`config.mk`:
```
export PLATFORM = sky130hd
export DESIGN_NAME = stable_delta_tracker
export DESIGN_NICKNAME = d
export VERILOG_FILES = /design/src/rtl/vital_pkg.sv /design/src/rtl/run_length_detector.sv /design/src/rtl/stable_delta_tracker.sv
export SDC_FILE = /design/constraint.sdc
export NUM_CORES = 1
export LEC_CHECK = 0
export CORE_ASPECT_RATIO = 0.7
export CORE_UTILIZATION = 50
export CTS_BUF_LIST = sky130_fd_sc_hd__clkbuf_4 sky130_fd_sc_hd__clkbuf_8
export DETAILED_ROUTE_END_ITERATION = 6
export DONT_BUFFER_PORTS = 1
export GPL_ROUTABILITY_DRIVEN = 0
export HOLD_SLACK_MARGIN = 0.08
export PLACE_DENSITY = 0.7
export SKIP_CTS_REPAIR_TIMING = 1
export SYNTH_ARGS = -nofsm -noshare
export SYNTH_HDL_FRONTEND = slang
export SYNTH_SLANG_ARGS = --single-unit
```
`constraint.sdc`:
```
create_clock -name slow -period 7.15 [get_ports slow]
set_clock_uncertainty 0.05 [all_clocks]
set_input_delay 1.0725 -clock slow [delete_from_list [all_inputs] [get_ports slow]]
set_output_delay 1.0725 -clock slow [all_outputs]
set_load 0.01 [all_outputs]
```
`src/rtl/vital_pkg.sv`:
```
// ---- vital_pkg: shared types and helpers for vital-sign trackers (rev 1.0) ----
`default_nettype none

package vital_pkg;

  typedef enum logic [0:0] {
    EMPTY    = 1'b0,
    TRACKING = 1'b1
  } ref_state_t;

  // Bits needed to hold values 0..max_val inclusive.
  function automatic int cnt_width(input int max_val);
    return (max_val < 1) ? 1 : $clog2(max_val + 1);
  endfunction

endpackage

`default_nettype wire

```
`src/rtl/run_length_detector.sv`:
```
// ---- run_length_detector: counts consecutive equal valid samples (rev 1.0) ----
`default_nettype none

module run_length_detector
  import vital_pkg::*;
#(
  parameter int WIDTH = 6,
  parameter int DEPTH = 4
) (
  input  logic             slow,
  input  logic             reset,
  input  logic             sample_valid,
  input  logic [WIDTH-1:0] sample,
  output logic             stable_hit
);

  localparam int            CW      = cnt_width(DEPTH);
  localparam logic [CW-1:0] DEPTH_C = CW'(DEPTH);
  localparam logic [CW-1:0] ONE_C   = CW'(1);

  logic [WIDTH-1:0] last;
  logic             have_last;
  logic [CW-1:0]    run_cnt;
  logic [CW-1:0]    run_cnt_next;

  always_comb begin
    run_cnt_next = run_cnt;
    if (sample_valid) begin
      if (have_last && (sample == last)) begin
        run_cnt_next = (run_cnt == DEPTH_C) ? DEPTH_C : run_cnt + ONE_C;
      end else begin
        run_cnt_next = ONE_C;
      end
    end
    // Fires only on the DEPTH-1 -> DEPTH step, so a saturated run stays quiet.
    stable_hit = sample_valid && (run_cnt != DEPTH_C) && (run_cnt_next == DEPTH_C);
  end

  always_ff @(posedge slow) begin
    if (reset) begin
      last      <= '0;
      have_last <= 1'b0;
      run_cnt   <= '0;
    end else if (sample_valid) begin
      last      <= sample;
      have_last <= 1'b1;
      run_cnt   <= run_cnt_next;
    end
  end

endmodule

`default_nettype wire

```
`src/rtl/stable_delta_tracker.sv`:
```
// ---- stable_delta_tracker: stable-value events with rise/fall/delta and timeout (rev 1.0) ----
`default_nettype none

module stable_delta_tracker
  import vital_pkg::*;
#(
  parameter int WIDTH   = 6,
  parameter int DEPTH   = 4,
  parameter int HYST    = 0,
  parameter int TIMEOUT = 15
) (
  input  logic             slow,
  input  logic             reset,
  input  logic             sample_valid,
  input  logic [WIDTH-1:0] sample,
  output logic             stable_pulse,
  output logic [WIDTH-1:0] stable_value,
  output logic             rose,
  output logic             fell,
  output logic [WIDTH-1:0] delta,
  output logic             unstable
);

  localparam int             TW        = cnt_width(TIMEOUT);
  localparam logic [TW-1:0]  TIMEOUT_C = TW'(TIMEOUT);
  localparam logic [TW-1:0]  TONE_C    = TW'(1);
  localparam logic [WIDTH:0] HYST_C    = (WIDTH + 1)'(HYST);

  logic             stable_hit;
  ref_state_t       state, state_next;
  logic [WIDTH-1:0] value_next, delta_next, diff;
  logic             rose_next, fell_next, unstable_next;
  logic [TW-1:0]    to_cnt, to_next;

  run_length_detector #(
    .WIDTH(WIDTH),
    .DEPTH(DEPTH)
  ) u_run (
    .slow        (slow),
    .reset       (reset),
    .sample_valid(sample_valid),
    .sample      (sample),
    .stable_hit  (stable_hit)
  );

  // Larger minus smaller keeps the magnitude within WIDTH bits.
  assign diff = (sample >= stable_value) ? (sample - stable_value) : (stable_value - sample);

  always_comb begin
    state_next    = state;
    value_next    = stable_value;
    rose_next     = rose;
    fell_next     = fell;
    delta_next    = delta;
    to_next       = to_cnt;
    unstable_next = unstable;

    if (stable_hit) begin
      unique case (state)
        EMPTY: begin
          value_next = sample;
          state_next = TRACKING;
        end
        TRACKING: begin
          delta_next = diff;
          rose_next  = (sample > stable_value) && ({1'b0, diff} > HYST_C);
          fell_next  = (sample < stable_value) && ({1'b0, diff} > HYST_C);
          value_next = sample;
        end
        default: state_next = EMPTY;
      endcase
    end

    // A stable event on the would-be timeout sample takes precedence.
    if (sample_valid) begin
      if (stable_hit) begin
        to_next       = '0;
        unstable_next = 1'b0;
      end else begin
        to_next = (to_cnt == TIMEOUT_C) ? to_cnt : to_cnt + TONE_C;
        if (to_next == TIMEOUT_C) begin
          unstable_next = 1'b1;
        end
      end
    end
  end

  always_ff @(posedge slow) begin
    if (reset) begin
      state        <= EMPTY;
      stable_pulse <= 1'b0;
      stable_value <= '0;
      rose         <= 1'b0;
      fell         <= 1'b0;
      delta        <= '0;
      unstable     <= 1'b0;
      to_cnt       <= '0;
    end else begin
      state        <= state_next;
      stable_pulse <= stable_hit;
      stable_value <= value_next;
      rose         <= rose_next;
      fell         <= fell_next;
      delta        <= delta_next;
      unstable     <= unstable_next;
      to_cnt       <= to_next;
    end
  end

endmodule

`default_nettype wire

```
-- Word level (Yosys, flattened, before mapping)
Index checks and enable logic that the tools add are counted.
- register bits after elaboration: 31
- input bits: 9
- output and inout port bits: 16
- word-level logic and storage cells: 41
- $add $sub $neg: 4
- $lt $le $gt $ge: 4
- eq/ne operators: 6
- mux-type cells: 8
- reduce and logical (&&, ||, !) cells: 8
- operators by type and width (operator ; number):
    6-bit subtractor ; 2
    3-bit 2-to-1 mux ; 3
    4-bit equality test, second input constant ; 2
    4-bit 2-to-1 mux ; 2
    3-bit equality test, second input constant ; 2
    6-bit equality test ; 1
    6-bit >= comparator ; 1
    6-bit by 1-bit > comparator with 1-bit output, second input constant ; 1
    6-bit > comparator ; 1
    6-bit less-than comparator ; 1
    6-bit 2-to-1 mux ; 1
    1-bit logical AND ; 5
    4-bit by 1-bit adder with 4-bit output, second input constant ; 1
    2-bit AND reduction ; 2
    3-bit by 1-bit adder with 3-bit output, second input constant ; 1
    3-bit inequality test, second input constant ; 1
    1-bit 2-to-1 mux ; 2
    2-bit nonzero test ; 1

-- Depth between registers and ports, before layout
Gate-level depths: netlist of run 1.
- word-level depth: 8
- mapped depth: 11
- mapped depth without buffers: 11

-- Modules after synthesis
Synthesis of run 1 repeated with hierarchy kept, for this count alone.
- cell total of the unflattened synthesis: 245
- area, all modules: 2037.0 um^2
- by module, submodules not included (module ; instances ; cells each ; area each (um^2)):
    stable_delta_tracker ; 1 ; 190 ; 1529.0
    run_length_detector ; 1 ; 55 ; 508.0

-- Worst setup path before layout of run 1
No wires, ideal clock.
- path kind: input to register
- start point: input sample[0]
- end point: register fell
- library setup time: 120 ps
- arrival: 3073 ps
- required time: 6980 ps
- path slack: 3906 ps
- cell stages on the path: 11
- cells stage by stage: inv_1 -> ha_1 -> inv_1 -> fa_1 -> a21o_1 -> a221oi_4 -> nand2_4 -> mux2_1 -> nor3_1 -> and4b_1 -> o31ai_1
- word-level cells in the longest chain between the ends: 7
- elaborated cells on any way between the ends: 14
- classes of those cells: add/sub: 2; order compare: 3; eq/ne: 2; mux: 3; reduce/logical: 4
- RTL lines (item ; RTL line ; source):
    from (decl) ; stable_delta_tracker.sv:15 ; input logic [WIDTH-1:0] sample,
    parallel branches: the longest is 7 deep, another holds 6-bit subtractor ; n/a ;
    to (signal assigned) ; stable_delta_tracker.sv:103 ; fell <= fell_next;
    to (decl) ; stable_delta_tracker.sv:19 ; output logic fell,
Parallel ways; which one is timed is not known.
A chain may end at the register's enable or synchronous reset.

-- Final worst setup path of run 1
- start point: input sample[0]
- end point: register rose
- word-level cells in the longest chain between the ends: 7
- elaborated cells on any way between the ends: 14
- classes of those cells: add/sub: 2; order compare: 3; eq/ne: 2; mux: 3; reduce/logical: 4
- RTL lines (item ; RTL line ; source):
    parallel branches: the longest is 7 deep, another holds 6-bit subtractor ; n/a ;
    to (signal assigned) ; stable_delta_tracker.sv:102 ; rose <= rose_next;
    to (decl) ; stable_delta_tracker.sv:18 ; output logic rose,
Parallel ways; which one is timed is not known.

==> results by group, run 1 <==
Timing
  – Actual slew at the worst max-slew pin: 740.4 ps
  – Final WS setup: 3993 ps
  – Minimum clock period: 3157 ps
  – Setup_tns: 0 ps
  – Final setup fails: 0
  – Slew headroom: 0.5064
  – Slew Viols, Final: 0
  – Worst hold margin: 417.2 ps
  – Final hold viol count: 0
  – Period utilization: 0.4416
  – RSZ-0062 raised after global routing: false
  – FMAX: 316.7 MHz

Global routing
  – Gr ovfl total: 0
  – Pin count of the biggest net entering global routing: 31
  – Gr usage total: 0.2165
  – Initial antenna violation count: 0
  – Number of global-route vias before repair: 1,343
  – First-pass GRT wire length: 6099 um

Setup path
  – Arr. time, crit path: 3300 ps
  – Reg2reg setup slack: 4360 ps
  – Crit Path Max Fanout: 4
  – Setup crit start kind: primary input
  – CP Data Required Time: 7290 ps
  – Crit Path Class: in2reg
  – Crit. End Element: register

Clocking
  – CTS Root Cell: clkbuf_8
  – TritonCTS clock tree: built
  – Clk slew on worst S/H paths: 60 ps
  – TritonCTS buffer count: 5
  – Clock sink count: 31
  – H-tree lvl count: 2
  – Worst-Skew Late Latency: 280 ps
  – Clock Path Buffers: 2

Final layout
  – Core Util, Final: 0.5756
  – Reg area: 620.6 um^2
  – Nets: 231
  – Antenna cell count: 0
  – Final non-filler cell total: 252
  – Layout cell share with drive strength beyond 1: 0.04390
  – Fin area: 0.001886 mm^2
  – Multi-input combinational cell area: 0.001055 mm^2
  – Synth-to-Final Area Change: 4.944%
  – Fill count: 307

Power
  – Sw Ratio: 0.2361
  – Pwr/cell area: 181.9 mW/mm^2
  – Power after layout: 0.3431 mW
  – Pleak: 0.7750 nW
  – Worst IR Drop VDD: 0.1413 mV
  – Internal power: 0.2621 mW
  – Sw Pwr: 0.08101 mW
  – Part of the power in registers: 0.524
  – Clk pwr share: 0.369
  – Power share of the combinational group: 0.107

Run status
  – Outcome: finished clean

Placed design
  – Place WS: 3722 ps
  – Placed Area: 0.001809 mm^2
  – Number of port buffers: 0
  – Placed cells: 246
  – HPWL Detailed: 2705 um

Logic synthesis
  – Yosys cell types: 41
  – Seq/Total Area, Yosys: 0.3454
  – Net Count, Synth: 234
  – Top cells by area, synth: dfxtp_1, ha_1, mux2i_1, nor2_1, a21oi_1
  – Area share of the largest cell type after synthesis: 0.3454
  – Post-synth EDFFs: 0
  – Area leader, netlist: dfxtp_1
  – Synth Cell Area: 0.001797 mm^2
  – Post-Syn Instances: 209
  – Asr flop ratio synth: 0
  – #FFs+latches synth: 31
  – Mapped Avg Cell Area: 8.597 um^2
  – Synth Warn #: 0
  – Ys flop type: dfxtp_1

Floorplanning
  – FP Rows: 17
  – Core box area: 0.003276 mm^2
  – Initial Util: 0.5485
  – Chip height: 52.16 um
  – Die width: 73.65 um
  – IO Count: 25
  – Full die area: 0.003841 mm^2

Routing
  – Via density per instance: 5.591
  – DRC: 0
  – Vias post-DR: 1,409
  – Pre-Repair DR Iteration Count: 4
  – Drt wl/cell: 14.45 um
  – Final ANT Viol Nets: 0
  – Final wirelength: 3641 um
  – Number of DRC markers in iteration 0: 82

Run
  – Max-Cap Viols: 0

Min path
  – Type of the most critical hold path: reg2reg
==> routing by layer <==
layer | vias to the layer above | part of all wire | GRT usage
met5 | - | 0 | 0
met4 | 0 | 0.019 | 0.09615
met3 | 10 | 0.061 | 0.07171
met2 | 33 | 0.43 | 0.3287
met1 | 658 | 0.49 | 0.2792
li1 | 708 | - | -
==> cell usage after synthesis, types with 2 or more instances <==
| cell | n |
|---|---|
| ha_1 | 14 |
| nand4_1 | 4 |
| a21oi_1 | 16 |
| a31oi_1 | 2 |
| nor2_1 | 31 |
| inv_1 | 20 |
| clkbuf_1 | 7 |
| mux2i_1 | 13 |
| nor3_1 | 5 |
| and3_1 | 2 |
| a21o_1 | 4 |
| nand2_1 | 9 |
| xnor2_1 | 6 |
| fa_1 | 2 |
| nand3b_1 | 2 |
| nand3_1 | 5 |
| dfxtp_1 | 31 |
| xor2_1 | 4 |
| a211oi_1 | 5 |
| o31ai_1 | 2 |
| o21ai_0 | 5 |
==> flip-flops by register name, summed over array words and instances (netlist names) <==
name,count
delta,6
fell,1
rose,1
stable_pulse,1
stable_value,6
state,1
to_cnt,4
u_run.have_last,1
u_run.last,6
u_run.run_cnt,3
unstable,1
==> power by group through the flow <==
stage,registers (mW),logic [mW],clock network (mW)
floorplan,0.183,0.0340,0
global placement,0.183,0.0350,0
CTS,0.180,0.0366,0.130
finish,0.180,0.0367,0.127
global route,0.180,0.0405,0.138
detailed placement,0.183,0.0361,0
==> area by class of cell <==
| type | count | area share |
|---|---|---|
| clock buffer | 6 | 0.04048 |
| inverter | 20 | 0.03981 |
| multi-input combinational | 148 | 0.5594 |
| sequential | 31 | 0.3291 |
| tap | 47 | 0.03119 |
==> worst max-delay path: stages <==
cell and delay [ps]:
inv_1 50, ha_1 160, inv_1 50, fa_1 410, a21o_1 230, a221oi_4 370
nand2_4 120, mux2i_1 220, xor2_1 190, and4b_1 230, o31ai_1 200
==> path summary, 6_finish.rpt <==
kind / start / to / cells after the start
setup reg to reg: stable_value[0]$_SDFFE_PP0N_ / rose$_SDFFE_PP0P_ / 10
hold / removal: u_run.have_last$_SDFFE_PP0P_ / u_run.have_last$_SDFFE_PP0P_ / 2
hold reg to reg: u_run.have_last$_SDFFE_PP0P_ / u_run.have_last$_SDFFE_PP0P_ / 2
setup / recovery: sample[0] / rose$_SDFFE_PP0P_ / 11
==> placed cells by master, fill, tap and decap left out, types with 2 or more instances in the layout <==
cell type and instances:
nand3_1 5, o21ai_0 5, xnor2_1 6, a21oi_1 16, nand3b_1 2, mux2i_1 13
ha_1 14, xor2_1 4, a31oi_1 2, a211oi_1 5, nor2_1 31, nand2_1 9
o31ai_1 2, fa_1 2, dfxtp_1 31, nand4_1 4, a21o_1 4, inv_1 20
clkbuf_8 5, nor3_1 5, and3_1 2
==> cells by family after synthesis <==
family / synth area share
buffers and inverters: 0.06755
and+or+nand+nor: 0.1790
adders and majority gates: 0.1198
xor gates and xnor gates: 0.04874
AOI/OAI and AO/OA: 0.1609
DFF: 0.3454
muxes: 0.07869
No activity file was read; power rests on OpenSTA's default activity.
==> inputs of run 2 (changes only) <==
==> constraint.sdc (replaced) <==
create_clock -name slow -period 3.04 [get_ports slow]
set_clock_uncertainty 0.05 [all_clocks]
set_input_delay 0.456 -clock slow [delete_from_list [all_inputs] [get_ports slow]]
set_output_delay 0.456 -clock slow [all_outputs]
set_load 0.01 [all_outputs]
==> results by group, run 2 (synthesized netlist as in run 1, its figures left out) <==
Run status
  – Outcome: finished clean

Setup path
  – R2R Path End: rose$_SDFFE_PP0P_
  – R2R Path Start: stable_value[0]$_SDFFE_PP0N_
  – Crit Path Class: reg2reg
  – Crit Path Max Fanout: 4
  – Critical path startpoint: stable_value[0]$_SDFFE_PP0N_
  – Crit. End Element: register
  – Setup crit end: rose$_SDFFE_PP0P_
  – Arr. time, crit path: 2950 ps
  – Setup crit start kind: register
  – CP Data Required Time: 3180 ps
  – Reg2reg setup slack: 230 ps
  – R2R cell count: 10

Clocking
  – Clock sink count: 31
  – Clock Path Buffers: 2
  – TritonCTS clock tree: built
  – H-tree lvl count: 2
  – CTS Root Cell: clkbuf_8
  – TritonCTS buffer count: 5
  – Clk slew on worst S/H paths: 60 ps
  – Worst-Skew Late Latency: 270 ps

Timing
  – Actual slew at the worst max-slew pin: 393.7 ps
  – Final hold viol count: 0
  – RSZ-0062 raised after global routing: false
  – Setup_tns: 0 ps
  – Final setup fails: 0
  – Minimum clock period: 2812 ps
  – Slew Viols, Final: 0
  – FMAX: 355.6 MHz
  – Period utilization: 0.9250
  – Worst hold margin: 198.3 ps
  – Slew headroom: 0.7375

Global routing
  – Initial antenna violation count: 0
  – Gr ovfl total: 0
  – Gr usage total: 0.2101
  – Pin count of the biggest net entering global routing: 31
  – First-pass GRT wire length: 5996 um
  – Number of global-route vias before repair: 1,331

Final layout
  – Top flop regs: delta: 6 flops, stable_value: 6 flops, u_run.last: 6 flops
  – Antenna cell count: 0
  – Nets: 232
  – Fill count: 298
  – Final non-filler cell total: 253
  – Layout cell share with drive strength beyond 1: 0.04854
  – Most frequent cells in the layout: nor2_1, dfxtp_1, inv_1, a21oi_1, ha_1
  – Synth-to-Final Area Change: 5.362%

Floorplanning
  – Chip height: 52.16 um
  – FP Rows: 17
  – Core box area: 0.003276 mm^2
  – Die width: 73.65 um
  – Initial Util: 0.5485
  – Full die area: 0.003841 mm^2
  – IO Count: 25

Placed design
  – Placed cells: 247
  – HPWL Detailed: 2724 um
  – Number of port buffers: 0

Min path
  – Type of the most critical hold path: in2reg

Routing
  – Vias post-DR: 1,396
  – Final wirelength: 3607 um
  – Pre-Repair DR Iteration Count: 4
  – Drt wl/cell: 14.26 um
  – Final ANT Viol Nets: 0
  – Number of DRC markers in iteration 0: 48
  – Via density per instance: 5.518
  – DRC: 0

Power
  – Pwr/cell area: 424.9 mW/mm^2
  – Pleak: 0.7791 nW
  – Worst IR Drop VDD: 0.2608 mV

Run
  – Max-Cap Viols: 0
run 2: cell count changes in the layout (fill, tap and decap cells not counted):
cell,delta
buf_4,+1
run 2: how the worst min path moves through the flow:
| stage | start | end | slack (ps) | cells past startpoint |
|---|---|---|---|---|
| final | reset | delta[3]$_SDFFE_PP0P_ | 200 | 1 |
| after global placement | u_run.have_last$_SDFFE_PP0P_ | u_run.have_last$_SDFFE_PP0P_ | 400 | 2 |
| after global routing | reset | stable_value[1]$_SDFFE_PP0N_ | 180 | 1 |
| after floorplan | u_run.have_last$_SDFFE_PP0P_ | u_run.have_last$_SDFFE_PP0P_ | 380 | 2 |
| after detailed placement | u_run.have_last$_SDFFE_PP0P_ | u_run.have_last$_SDFFE_PP0P_ | 410 | 2 |
| after CTS | reset | stable_value[1]$_SDFFE_PP0N_ | 190 | 1 |
run 2: through the flow:
step | util | power [mW] | instance area [um^2] | setup slack [ps]
floorplan | - | 0.5095 | 1797 | 413.0
global placement | 0.5546 | 0.5132 | 1817 | 318.0
detailed placement | 0.5546 | 0.5175 | 1817 | 213.2
CTS | 0.5779 | 0.8144 | 1893 | 219.6
global route | 0.5779 | 0.8416 | 1893 | 84.29
finish | 0.5779 | 0.8043 | 1893 | 228.0
run 2: power by group:
group | switching, mW | internal, mW
clock network | 0.133 | 0.161
logic | 0.0469 | 0.0403
registers | 0.00753 | 0.415
run 2: cell type report:
cell class,count,area [um^2],share of cell area
clock buffer,6,76.32,0.04032
inverter,20,75.07,0.03966
multi-input combinational,148,1055,0.5572
sequential,31,620.6,0.3278
tap,47,58.81,0.03106
timing repair buffer,1,7.507,0.003966
run 2: worst max-delay path: stages, from the launching register on:
cell and delay [ps]:
dfxtp_1 430, ha_1 210, inv_1 50, fa_1 410, a21o_1 230, a221oi_4 360, nand2_4 110, mux2i_1 200
xor2_1 230, and4b_1 240, o31ai_1 200
run 2: per-layer routing:
layer	GRT usage	share of wire	vias to the layer above
met5	0	0	-
li1	-	-	713
met4	0.07692	0.011	0
met1	0.2774	0.50	636
met2	0.3211	0.42	40
met3	0.06589	0.065	7
